[src/rtl/wb_stage.sv]
// Writeback stage: a capture register (S1) followed by a write register (S2).
// Load results are formatted combinationally from S1, and both stages feed the bypass network.
module wb_stage #(
    parameter int WIDTH = 64,
    parameter int DEPTH = 5
) (
    input  logic             clk_i,
    input  logic             rst_ni,
    input  logic             in_valid_i,
    output logic             in_ready_o,
    input  logic             stall_i,
    input  logic             flush_i,
    input  logic             rd_we_i,
    input  logic [DEPTH-1:0] rd_addr_i,
    input  logic [1:0]       wb_sel_i,
    input  logic [WIDTH-1:0] alu_res_i,
    input  logic [WIDTH-1:0] load_data_i,
    input  logic [WIDTH-1:0] pc_plus4_i,
    input  logic [1:0]       ld_size_i,
    input  logic             ld_unsigned_i,
    input  logic [2:0]       addr_low_i,
    output logic             wr_en_o,
    output logic [DEPTH-1:0] addr_wr_o,
    output logic [WIDTH-1:0] data_wr_o,
    output logic             fwd1_valid_o,
    output logic [DEPTH-1:0] fwd1_addr_o,
    output logic [WIDTH-1:0] fwd1_data_o,
    output logic             fwd2_valid_o,
    output logic [DEPTH-1:0] fwd2_addr_o,
    output logic [WIDTH-1:0] fwd2_data_o,
    output logic [63:0]      retired_o
);

    logic             v1_q, we1_q, uns1_q;
    logic [DEPTH-1:0] addr1_q;
    logic [1:0]       sel1_q, size1_q;
    logic [WIDTH-1:0] alu1_q, ld1_q, pc1_q;
    logic [2:0]       alow1_q;

    logic             v2_q, we2_q;
    logic [DEPTH-1:0] addr2_q;
    logic [WIDTH-1:0] data2_q;
    logic [63:0]      retired_q;

    logic [WIDTH-1:0] sh_b, sh_h, sh_w, ld_ext, fmt_d;
    logic             sext;

    // S1 load condition: flush wins over everything; stall holds the contents.
    always_ff @(posedge clk_i or negedge rst_ni) begin
        if (!rst_ni) begin
            v1_q    <= 1'b0;
            we1_q   <= 1'b0;
            uns1_q  <= 1'b0;
            addr1_q <= '0;
            sel1_q  <= 2'b00;
            size1_q <= 2'b00;
            alu1_q  <= '0;
            ld1_q   <= '0;
            pc1_q   <= '0;
            alow1_q <= 3'd0;
        end else if (flush_i) begin
            v1_q <= 1'b0;
        end else if (!stall_i) begin
            v1_q <= in_valid_i;
            if (in_valid_i) begin
                we1_q   <= rd_we_i;
                uns1_q  <= ld_unsigned_i;
                addr1_q <= rd_addr_i;
                sel1_q  <= wb_sel_i;
                size1_q <= ld_size_i;
                alu1_q  <= alu_res_i;
                ld1_q   <= load_data_i;
                pc1_q   <= pc_plus4_i;
                alow1_q <= addr_low_i;
            end
        end
    end

    // The shift amounts drop the offset bits that lie below the access size.
    always_comb begin
        sh_b = ld1_q >> {alow1_q, 3'b000};
        sh_h = ld1_q >> {alow1_q[2:1], 4'b0000};
        sh_w = ld1_q >> {alow1_q[2], 5'b00000};
        sext = 1'b0;
        ld_ext = ld1_q;
        case (size1_q)
            2'b00: begin
                sext   = !uns1_q && sh_b[7];
                ld_ext = {{(WIDTH-8){sext}}, sh_b[7:0]};
            end
            2'b01: begin
                sext   = !uns1_q && sh_h[15];
                ld_ext = {{(WIDTH-16){sext}}, sh_h[15:0]};
            end
            2'b10: begin
                sext   = !uns1_q && sh_w[31];
                ld_ext = {{(WIDTH-32){sext}}, sh_w[31:0]};
            end
            default: ld_ext = ld1_q;
        endcase
    end

    always_comb begin
        case (sel1_q)
            2'b00:   fmt_d = alu1_q;
            2'b01:   fmt_d = ld_ext;
            2'b10:   fmt_d = pc1_q;
            default: fmt_d = '0;
        endcase
    end

    // A stall keeps the instruction in S1, so S2 receives a bubble.
    always_ff @(posedge clk_i or negedge rst_ni) begin
        if (!rst_ni) begin
            v2_q      <= 1'b0;
            we2_q     <= 1'b0;
            addr2_q   <= '0;
            data2_q   <= '0;
            retired_q <= 64'd0;
        end else begin
            v2_q    <= v1_q && !stall_i;
            we2_q   <= we1_q;
            addr2_q <= addr1_q;
            data2_q <= fmt_d;
            if (v2_q) retired_q <= retired_q + 64'd1;
        end
    end

    assign in_ready_o   = !stall_i;
    assign wr_en_o      = v2_q && we2_q && (addr2_q != '0);
    assign addr_wr_o    = addr2_q;
    assign data_wr_o    = data2_q;
    // Loads in S1 are not forwarded.
    assign fwd1_valid_o = v1_q && we1_q && (addr1_q != '0) && (sel1_q != 2'b01);
    assign fwd1_addr_o  = addr1_q;
    assign fwd1_data_o  = fmt_d;
    assign fwd2_valid_o = wr_en_o;
    assign fwd2_addr_o  = addr2_q;
    assign fwd2_data_o  = data2_q;
    assign retired_o    = retired_q;

endmodule

[config.mk]
export PLATFORM = sky130hd
export DESIGN_NAME = wb_stage
export DESIGN_NICKNAME = d
export VERILOG_FILES = /design/src/rtl/wb_stage.sv
export SDC_FILE = /design/constraint.sdc
export NUM_CORES = 1
export LEC_CHECK = 0
export BUFFER_PORTS_ARGS = -buffer_cell sky130_fd_sc_hd__buf_4
export CORE_UTILIZATION = 35
export CTS_CLUSTER_DIAMETER = 50
export DETAILED_ROUTE_END_ITERATION = 6
export HOLD_SLACK_MARGIN = 0.1
export REMOVE_ABC_BUFFERS = 1
export SLEW_MARGIN = 20
export SYNTH_ARGS = -nofsm -noshare
export SYNTH_HDL_FRONTEND = slang
export SYNTH_SLANG_ARGS = --single-unit
[constraint.sdc]
create_clock -name clk_i -period 5.5 [get_ports clk_i]
set_input_delay 1.1 -clock clk_i [delete_from_list [all_inputs] [get_ports clk_i]]
set_output_delay 1.1 -clock clk_i [all_outputs]
set_load 0.02 [all_outputs]
[After elaboration in Yosys (flattened, before gate mapping)]
Cells that the tools add are included.
Operators by class
  add/sub/neg operators: 1
  multiply operators: 0
  divide/modulo/power cells: 0
  magnitude comparators: 0
  equal/unequal tests: 6
  shifts and indexed selects: 3
  mux-type cells: 4
  bitwise operators: 2
  reduce and logical (&&, ||, !) cells: 16
Operators with widths (count)
  $pmux W64 S3: 2
  $add A64 B1 Y64 const B: 1
  $shr A64 B6 Y16: 1
  $shr A64 B6 Y32: 1
  $shr A64 B6 Y8: 1
  $reduce_bool A5 Y1: 2
  $logic_and A1 B1 Y1: 9
  $eq A2 B1 Y1 const B: 2
  $eq A2 B2 Y1 const B: 2
  $logic_not A2 Y1: 2
  $ne A2 B1 Y1 const B: 2
  $reduce_and A3 Y1: 1
  $logic_not A1 Y1: 2
  $mux W1: 2
  $not A1 Y1: 2
Word-level totals
  register bits: 342
  bits in latches: 0
  RAM bits: 0
  ROM bits: 0
  bits of input ports: 211
  output and inout bits: 275
  word-level logic and storage cells: 47
  memories: 0

[Depth between registers and ports, before layout]
  depth after elaboration: 4
  depth in mapped cells: 8
  mapped depth without buffers: 6

[Least setup slack after synthesis]
No wires, ideal clock.
  path kind: register -> output
  from: reg alow1_q[1]
  to: out fwd1_data_o[33]
  arrival: 2079 ps
  required time: 4400 ps
  path slack: 2321 ps
  cell stages (with the launch flop): 8
  buffers on the path: 2
  path through: dfrtp_1 > buf_4 > mux2i_1 > a2111o_1 > o21ai_2 > nor2_1 > buf_2 > o22ai_1
Between the ends
  longest elaborated chain between the ends: 4
  elaborated cells on any way between the ends: 6
  those cells by class: shift: 2; mux: 2; reduce/logical: 2
Ends and longest elaborated chain
  from (decl): RTL line 38  | logic [2:0] alow1_q;
  from (signal assigned): RTL line 74  | alow1_q <= addr_low_i;
  $shr A64 B6 Y16 or $shr A64 B6 Y8 (tied branches): RTL line 82, 81
  $logic_and A1 B1 Y1, on equally long branches: RTL line 92, 88
  $pmux W64 S3 (*): RTL line 86  | case (size1_q)
  $pmux W64 S3 (*): RTL line 104  | case (sel1_q)
  to (decl): RTL line 27  | output logic [WIDTH-1:0] fwd1_data_o,
Every way passes the cells marked *; elsewhere a longest branch is shown, timed or not.

[Final worst setup path]
  from: reg alow1_q[2]
  to: out fwd1_data_o[43]
Between the ends
  longest elaborated chain between the ends: 4
  elaborated cells on any way between the ends: 8
  those cells by class: shift: 3; mux: 2; reduce/logical: 3
Ends and longest elaborated chain
  $shr A64 B6 Y32 (tied with other cells): RTL line 83  | sh_w = ld1_q >> {alow1_q[2], 5'b00000};
  $logic_and A1 B1 Y1, on equally long branches: RTL line 96, 88, 92
  $pmux W64 S3 (*): RTL line 86
  $pmux W64 S3 (*): RTL line 104
Marks and branches as above.

==> run summary <==
Total clock sinks - 342
Drt via density - 5.157
Clk_lat worst skew - 570 ps
Core Footprint - 44410 sq um
Final Max Slew Viols - 0
Layout cell share with drive strength beyond 1 - 48.34%
Reg-to-Reg Start - alow1_q[2]$_DFFE_PN0P_
Vias - 11910
Hold buffer count at CTS - 0
Avg Inst Size Synth - 12.35 sq um
Number of warnings printed during yosys synthesis - 0
Detailed-route DRC error count - 0
Max clock buf depth - 3
Total of buffers placed on input and output ports - 485
Boundary pin count - 486
Final Wtd Congestion - 0.8179
Final HPWL from detailed placement - 37620 um
Startpoint class of the critical path - register
Final setup violating endpoints - 0
Worst-path cell with the longest stage delay - dfrtp_2
Drt initial violations - 814
Hold/Removal Path Class - register to register
DIE HEIGHT - 214.6 um
Number of buffers added for setup after CTS - 0
Setup repair after global routing missed its margin - no
Worst path most repeated cell - buf_4
Top FF cell, synth - dfrtp_1
Fraction of the cycle the final worst path needs - 86.96%
Post-route ant nets - 0
Kind of capture point of the worst setup path - output pin
Synthesized instance count - 1280
Setup WS post-layout - 717.4 ps
Number of H-tree branching levels - 2
Share of flip-flops with an asynchronous set or reset after synthesis - 100.0%
Post_cts resized - 0
Total Routing Usage GR - 22.30%
Power Density - 452.5 nW/um^2
Final hold violation count - 0
Number of clock buffers inserted by TritonCTS - 45
Global-route wire length before repair - 77410 um
Start point of the worst hold path - we1_q$_DFFE_PN0P_
Clk root buf - clkbuf_16
Total of flip-flops plus latches after synthesis - 342
Largest net degree at the start of global routing - 144
Layout area overhead - 33.71%
Slowest stage delay, CP - 750 ps
Layout filler cell count - 4062
Total die area - 46040 sq um
Worst slew margin - 37.35%
Leftover overflow at the end of global routing - 0
Final min period - 4783 ps
Vias in the first global route - 12370
Critical path required time - 4400 ps
Hold Slack - 411.9 ps
Crit path kind - register to output pin
Wire length per cell after detailed routing - 22.61 um
Slew of the pin with the lowest slew margin - 936.4 ps
Cell area after technology mapping - 15810 sq um
Fin nets - 1893
Clock tree from TritonCTS - yes
Initial core utilization - 35.61%
Run status - finished, final reports clean
CP Cell Sequence - mux4_2, o2bb2ai_1, o21ai_2, nor2_4, buf_4, o22ai_1, buf_4
Portion of the post-synthesis area used by sequential elements - 54.12%
Dpl ws - 1380 ps
Antenna violations before repair - 3
Final wirelength - 52230 um
Leakage component of the power - 9.917 nW
Post-synth EDFFs - 0
Clock slew at the register clock pins of the worst setup and hold paths - 60 ps
Peak supply drop - 0.3078 mV
Floorplan row count - 77
Clk_skew - 18.07 ps
DIE WIDTH - 214.6 um
Worst EP arrival - 3680 ps
Achievable Freq - 209.1 MHz
Distinct cells, synth - 51
Number of search-and-repair iterations in the first detailed-routing pass - 5
Highest fanout seen on the critical path - 29
Start point of the critical path - alow1_q[2]$_DFFE_PN0P_
Max-cap violations - 0
[cell usage in the layout, fill, tap and decap left out, drive strengths merged, types with 2 or more instances in the layout]
| cell type | Yosys | final |
|---|---|---|
| nand4 | 13 | 13 |
| nor2b | 8 | 8 |
| o21ai | 74 | 74 |
| or2 | 8 | 8 |
| o21bai | 4 | 4 |
| mux2 | 199 | 199 |
| nor4 | 13 | 13 |
| o32ai | 3 | 3 |
| buf | 99 | 504 |
| a22oi | 7 | 7 |
| o22ai | 60 | 60 |
| inv | 25 | 35 |
| a21oi | 30 | 30 |
| nor2 | 36 | 36 |
| dfrtp | 342 | 342 |
| and3 | 6 | 6 |
| o221ai | 12 | 12 |
| clkinv | 0 | 8 |
| nand3 | 18 | 18 |
| nor3 | 17 | 17 |
| xnor2 | 25 | 25 |
| and4 | 7 | 7 |
| clkbuf | 51 | 57 |
| nand2 | 54 | 54 |
| and2 | 4 | 4 |
| mux2i | 79 | 79 |
| diode | 0 | 3 |
| or3 | 3 | 3 |
| mux4 | 15 | 15 |
| o221a | 4 | 4 |
| o311a | 2 | 2 |
| nand2b | 9 | 9 |
| bufinv | 0 | 5 |
| xor2 | 38 | 38 |
| o211ai | 8 | 8 |
[final cells by class]
type | instances | area [sq um] | area share [%]
tap | 592 | 740.7 | 3.503
multi-input combinational | 763 | 6321 | 29.90
timing repair buffer | 504 | 3829 | 18.11
antenna | 3 | 7.507 | 0.03551
clock buffer | 57 | 1274 | 6.024
clock inverter | 24 | 310.3 | 1.468
sequential | 342 | 8568 | 40.52
inverter | 25 | 93.84 | 0.4438
[per-layer routing]
layer	track usage, %	routed length, um
met1	26.95	20890
met2	37.82	25920
met3	6.582	3880
met4	7.595	1518
met5	0	13
[critical path: cells and delay by family (launching register included)]
kind            cells  cell delay, ps
compound gates      3             650
mux                 1             440
flops               1             750
buf+inv             2             640
simple gates        1             610
[cell usage after synthesis, types with 25 or more instances]
| library cell | instances | area, sq um |
|---|---|---|
| a21oi_1 | 30 | 150.1 |
| buf_4 | 71 | 533.0 |
| clkbuf_1 | 51 | 191.4 |
| dfrtp_1 | 342 | 8558 |
| inv_1 | 25 | 93.84 |
| mux2_2 | 199 | 2241 |
| mux2i_1 | 79 | 790.8 |
| nand2_1 | 54 | 202.7 |
| nor2_1 | 36 | 135.1 |
| o21ai_0 | 73 | 365.4 |
| o22ai_1 | 60 | 375.4 |
| xnor2_1 | 25 | 219.0 |
| xor2_1 | 38 | 332.8 |
[path summary, 6_finish.rpt]
| kind | end | slack, ps | cells after the start |
|---|---|---|---|
| max in group asynchronous | ld1_q[22]$_DFFE_PN0P_ | 3750 | 2 |
| min | we2_q$_DFF_PN0_ | 410 | 0 |
| max reg2reg | data_wr_o[43]$_DFF_PN0_ | 2420 | 6 |
| min reg2reg | we2_q$_DFF_PN0_ | 410 | 0 |
| max | fwd1_data_o[43] | 720 | 7 |
| min in group asynchronous | retired_o[44]$_DFFE_PN0P_ | 560 | 1 |
[where the power goes]
part | switching, W | internal, W | leakage, nW
Sequential | 0.000422 | 0.00299 | 4.23
Combinational | 0.00170 | 0.00136 | 4.90
Clock | 0.00119 | 0.00190 | 0.784
[sequential cells by signal, summed over array words and instances, names as in the netlist]
signal / flops
pc1_q: 64
retired_o: 64
size1_q: 2
data_wr_o: 64
we2_q: 1
ld1_q: 64
v1_q: 1
sel1_q: 2
we1_q: 1
addr_wr_o: 5
uns1_q: 1
v2_q: 1
fwd1_addr_o: 5
alow1_q: 3
alu1_q: 64
[per-stage QoR]
step                std cells  TNS (ps)  utilization (%)  instance area (sq um)  total power [W]
floorplan                1130  -2581660                -                  14950         0.005025
global placement         2226         0            44.02                  19550         0.006509
detailed placement       2226         0            44.02                  19550         0.006547
CTS                      2307         0            47.59                  21140         0.009698
global route             2308         0            47.60                  21140         0.009983
finish                   2310         0            47.61                  21140         0.009567
[logic make-up (layout without fill, tap and decap cells)]
kind of cell	Yosys count	after routing	synth area share (%)
buffers and inverters	175	610	6.053
muxes	293	293	21.31
adders and majority gates	1	1	0.07911
DFF	342	342	54.12
AOI/OAI and AO/OA	207	207	7.999
other	0	3	0
xor gates and xnor gates	63	63	3.489
and+or+nand+nor	199	199	6.955
No activity file was read; power rests on OpenSTA's default activity.
